File: src/rtl/counter_pkg.sv
// Shared constants for the hex up/down counter: seven-segment patterns
// (active-low, bit 0 = segment a .. bit 6 = segment g) and direction codes.
package counter_pkg;

  localparam logic [6:0] SEG_BLANK = 7'b1111111;

  localparam logic [6:0] SEG_LUT [16] = '{
    7'b1000000,  // 0
    7'b1111001,  // 1
    7'b0100100,  // 2
    7'b0110000,  // 3
    7'b0011001,  // 4
    7'b0010010,  // 5
    7'b0000010,  // 6
    7'b1111000,  // 7
    7'b0000000,  // 8
    7'b0010000,  // 9
    7'b0001000,  // A
    7'b0000011,  // b
    7'b1000110,  // C
    7'b0100001,  // d
    7'b0000110,  // E
    7'b0001110   // F
  };

  localparam logic DIR_UP   = 1'b1;
  localparam logic DIR_DOWN = 1'b0;

endpackage

File: src/rtl/hex_seg_decoder.sv
// One nibble to one active-low seven-segment pattern, with forced blanking.
module hex_seg_decoder
  import counter_pkg::*;
(
  input  logic [3:0] nibble,
  input  logic       blank,
  output logic [6:0] seg
);

  assign seg = blank ? SEG_BLANK : SEG_LUT[nibble];

endmodule

File: src/rtl/param_updown_counter_hex.sv
// Modulus up/down counter with clamped load, wrap/saturate and terminal count,
// driving DIGITS hex displays. Define LEADING_ZERO_BLANK_EN to blank leading zero digits.
module param_updown_counter_hex
  import counter_pkg::*;
#(
  parameter int     WIDTH    = 8,
  parameter longint MODULUS  = 256,
  parameter bit     SATURATE = 1'b0,
  localparam int    DIGITS   = WIDTH / 4
) (
  input  logic                  clock,
  input  logic                  clearb,
  input  logic                  enable,
  input  logic                  up_down,
  input  logic                  load,
  input  logic [WIDTH-1:0]      load_value,
  output logic [WIDTH-1:0]      count,
  output logic                  tc,
  output logic [7*DIGITS-1:0]   hex_out
);

  localparam logic [WIDTH:0] TERM = (WIDTH+1)'(MODULUS - 1);

  // The extra top bit keeps MODULUS = 2**WIDTH representable; it is always zero.
  logic [WIDTH:0] count_r;
  logic [WIDTH:0] next_cnt;

  function automatic logic [WIDTH:0] clamp_load(input logic [WIDTH:0] v);
    return (v > TERM) ? TERM : v;
  endfunction

  always_comb begin
    next_cnt = count_r;
    if (load) begin
      next_cnt = clamp_load({1'b0, load_value});
    end else if (enable) begin
      if (up_down == DIR_UP)
        next_cnt = (count_r == TERM) ? (SATURATE ? TERM : '0) : count_r + 1'b1;
      else
        next_cnt = (count_r == '0) ? (SATURATE ? '0 : TERM) : count_r - 1'b1;
    end
  end

  always_ff @(posedge clock or posedge clearb) begin
    if (clearb) count_r <= '0;
    else        count_r <= next_cnt;
  end

  assign count = count_r[WIDTH-1:0];
  assign tc    = ~clearb & enable & ~load &
                 ((up_down == DIR_UP) ? (count_r == TERM) : (count_r == '0));

  for (genvar k = 0; k < DIGITS; k++) begin : g_digit
    logic blank;
`ifdef LEADING_ZERO_BLANK_EN
    if (k == 0) begin : g_lsd
      assign blank = 1'b0;
    end else begin : g_upper
      assign blank = ~|count_r[WIDTH-1:4*k];
    end
`else
    assign blank = 1'b0;
`endif
    hex_seg_decoder u_dec (
      .nibble (count_r[4*k +: 4]),
      .blank  (blank),
      .seg    (hex_out[7*k +: 7])
    );
  end

endmodule

File: config.mk
export PLATFORM = sky130hd
export DESIGN_NAME = param_updown_counter_hex
export DESIGN_NICKNAME = d
export VERILOG_FILES = /design/src/rtl/counter_pkg.sv /design/src/rtl/hex_seg_decoder.sv /design/src/rtl/param_updown_counter_hex.sv
export SDC_FILE = /design/constraint.sdc
export NUM_CORES = 1
export LEC_CHECK = 0
export BUFFER_PORTS_ARGS = -buffer_cell sky130_fd_sc_hd__buf_2
export CORE_ASPECT_RATIO = 0.75
export CORE_MARGIN = 2
export CORE_UTILIZATION = 54
export DETAILED_ROUTE_END_ITERATION = 6
export PLACE_DENSITY = 0.93
export SYNTH_ARGS = -nofsm -noshare
export SYNTH_HDL_FRONTEND = slang
export SYNTH_HIERARCHICAL = 1
export SYNTH_SLANG_ARGS = --single-unit
File: constraint.sdc
create_clock -name clock -period 3.1 [get_ports clock]
set_input_delay 0.62 -clock clock [delete_from_list [all_inputs] [get_ports clock]]
set_output_delay 0.62 -clock clock [all_outputs]
set_load 0.05 [all_outputs]
==> results.txt <==
The flow ran to the end, and the final reports show no timing, DRC or antenna violations. The post-route netlist has 27.18% of its cells at a drive strength greater than 1. The classification of the worst-slack hold path is input port to asynchronous set/reset pin. The longest clock path from root to sink contains 2 buffers. For this run, the detailed router's first-pass iteration total came to 4. The number of routed nets with antenna violations is 0. The port buffer count came out at 35. The area occupied by multi-input gates came out at 1075 sq um. The count of yosys warnings during synthesis is 6. Along the worst path, the maximum fanout reaches 12. The number of sinks handled by clock tree synthesis came out at 9.

The worst path arrival time came out at 2310 ps. The later pin in the worst-skew pair is clocked with a latency of 270 ps. The mean cell area of the mapped netlist came out at 8.381 sq um. The slowest cell on the critical path is dfrtp_1.

The floorplan core area is 2542 sq um. Counting instances in the post-synthesis netlist gives the leading cell types as ha_1 (16), nor2_1 (11), buf_4 (10). The number of global-route vias before repair came out at 1243. The synthesized design contains 9 register bits. The analysis attributes to cell leakage a power of 0.7562 nW. The count of flip-flops with a built-in enable after synthesis came out at 0. The average vias per placed instance is 5.550. The row count came out at 16. The synthesized design spends more area on one cell type than any other, namely dfrtp_1. ha_1 is the most common cell in the netlist. The maximum cell stage delay along the critical path came out at 510 ps. The register with the highest flop count is count_r. The worst-case clock skew is 3.185 ps. The data required time at the worst endpoint is 2480 ps. TritonCTS built the clock tree. The number of different library cells in the post-synthesis netlist came out at 50.

The sequential element share of the synthesized area is 15.90%. The die covers 3053 sq um. Adding up every negative setup slack in the final design gives 0 ps. The type of destination of the critical path is a primary output. The count of placed standard cells including taps is 238.

The category of the most critical setup path is flip-flop to primary output. Summed over all layers, the global routing overflow is 0. The final estimated routing congestion in global placement came out at 0.8451. The initial antenna violation count is 0. In the routed design, unresolved DRC markers number 0.

The worst path in the final design needs a cycle of 2933 ps, including I/O delays and setup. The largest registers in the layout are count_r (9). The combined global-route utilization of all metal layers came out at 21.17%. Excluding fillers, the count of instances in the completed layout stands at 242. The cell count after synthesis came out at 169. The total half-perimeter wirelength after legalization and detailed placement is 2367 um. The number of flip-flops under the largest register name is 9.

The combined buffer and inverter count along the critical path came out at 1. The final max-slew violation count was 0. The ratio of total power to cell area came out at 423.6 nW/um^2. The synthesis-to-finish area growth came out at 13.69%. Entering global routing, the biggest net connects 25 pins. After clock tree synthesis, the clock-pin slew on the worst setup and hold paths is 70 ps.

The root buffer cell chosen for the clock tree is clkbuf_4. In the final routed layout, each cell accounts on average for 12.83 um. Broken down by cell family, the worst path's largest delay share belongs to simple AND/OR/NAND/NOR gates. The share of the synthesized area in the top cell type is 15.90%.

The main flop type after synthesis is dfrtp_1. The signal on the critical path passes through or4_4 > or2_4 > o31ai_2 > nor4b_4 > buf_2. Counting the fill cells in the layout gives 236. The final critical-path share of the clock period came out at 94.62%. The maximum clock frequency came out at 340.9 MHz.

In this run the post-CTS setup repair buffer count came out at 0. The post-cts repair resize count came out at 0. The area occupied by registers came out at 225.2 sq um.

The total standard cell area after synthesis is 1416 sq um. Counting flops with an async set or reset pin after synthesis yields a share of 100.0%. The number of max-capacitance violations reported is 0. Setup repair after global routing left no endpoint under its margin. The wire length of the first global-routing pass came out at 5292 um. The die is 63.14 um wide. In this run, CTS created clock tree buffers numbering 3. CTS built an H-tree with a depth of 1. The I/O pin count came out at 36.

After the first detailed-routing iteration, the DRC count stood at 37. The smallest hold slack is 333.1 ps. The floorplan step set the die height to 48.35 um.

By area the synthesized netlist is led by dfrtp_1 (16%), ha_1 (14%), buf_4 (5.3%). The relative max-transition margin is 45.87%. The count of endpoints failing hold in the final timing report came out at 0. Setup violations remaining at the end of the flow were counted as 0. The starting density of the core came out at 55.71%. The number of buffers inserted by hold repair at cts came out at 0. The slew at the pin closest to its max-slew limit came out at 812.0 ps.

The count of nets after finishing came out at 236. The routed layout has 1343 vias. The count of antenna diodes in the layout is 0.

STA classifies the critical path startpoint as a flip-flop. The worst vdd rail ir drop came out at 0.2435 mV. The final layout contains routed wiring with a total length of 3105 um.
## where the power goes
part | internal (mW) | switching (mW) | leakage (nW)
logic | 0.136 | 0.288 | 0.632
clock network | 0.0498 | 0.0452 | 0.0150
registers | 0.130 | 0.0331 | 0.109
total | 0.316 | 0.367 | 0.756
## per-stage QoR
step | util (%) | instance area [sq um] | setup slack (ps) | power (mW)
detailed placement | 62.30 | 1584 | 420.5 | 0.5864
global placement | 62.30 | 1584 | 519.8 | 0.5779
CTS | 63.34 | 1610 | 149.1 | 0.6803
finish | 63.34 | 1610 | 166.7 | 0.6821
floorplan | - | 1474 | 274.6 | 0.5265
global route | 63.34 | 1610 | 98.88 | 0.7283
## cell usage in the layout (no fill, tap or decap), types with 4 or more instances in the layout
cell / Yosys / layout
buf_2: 1 / 35
xnor2_1: 4 / 4
inv_1: 9 / 9
conb_1: 1 / 14
nand2b_1: 7 / 7
nor2_1: 11 / 11
nor2b_1: 5 / 5
buf_4: 10 / 4
ha_1: 16 / 16
a221o_1: 5 / 5
dfrtp_1: 9 / 9
nand3_1: 5 / 5
a32oi_1: 4 / 4
mux2i_1: 6 / 6
a21oi_1: 8 / 8
nand2_1: 9 / 9
## worst paths after layout
path	cells past startpoint	startpoint	slack [ps]	end
hold reg to reg	2	count_r[8]	620	count_r[8]
max in group asynchronous	2	clearb	2510	count_r[0]
min in group clock	2	load_value[6]	580	count_r[6]
hold / removal	2	clearb	330	count_r[8]
setup / recovery	5	count_r[5]	170	tc
setup reg to reg	4	count_r[1]	1180	count_r[5]
## worst register-to-register path, stage by stage (launching register included)
cell and delay, ps:
dfrtp_1 520, or4_1 620, or3_1 320, a21o_1 180, a31oi_1 190
## per-layer routing
layer	track usage [%]	share of wire [%]
met2	35.99	47
met3	3.953	6.1
met4	4.444	0.61
met1	28.11	46
met5	0	0
## cell families after synthesis
kind of cell    Yosys count  synth area share [%]
mux                      12                 9.010
simple gates             58                 23.32
buf+inv                  28                 12.28
fa+ha+maj                16                 14.13
compound gates           38                 20.76
other cells               1                0.2648
flops                     9                 15.90
xor+xnor                  7                 4.329
## final cells by class
cell class	count	share of cell area, %
flip-flops and latches	9	13.99
repair buffers	39	12.74
well taps	36	2.797
clock buffers	4	1.632
inverters	9	2.098
multi-input cells	145	66.74
No activity file was read; power rests on OpenSTA's default activity.
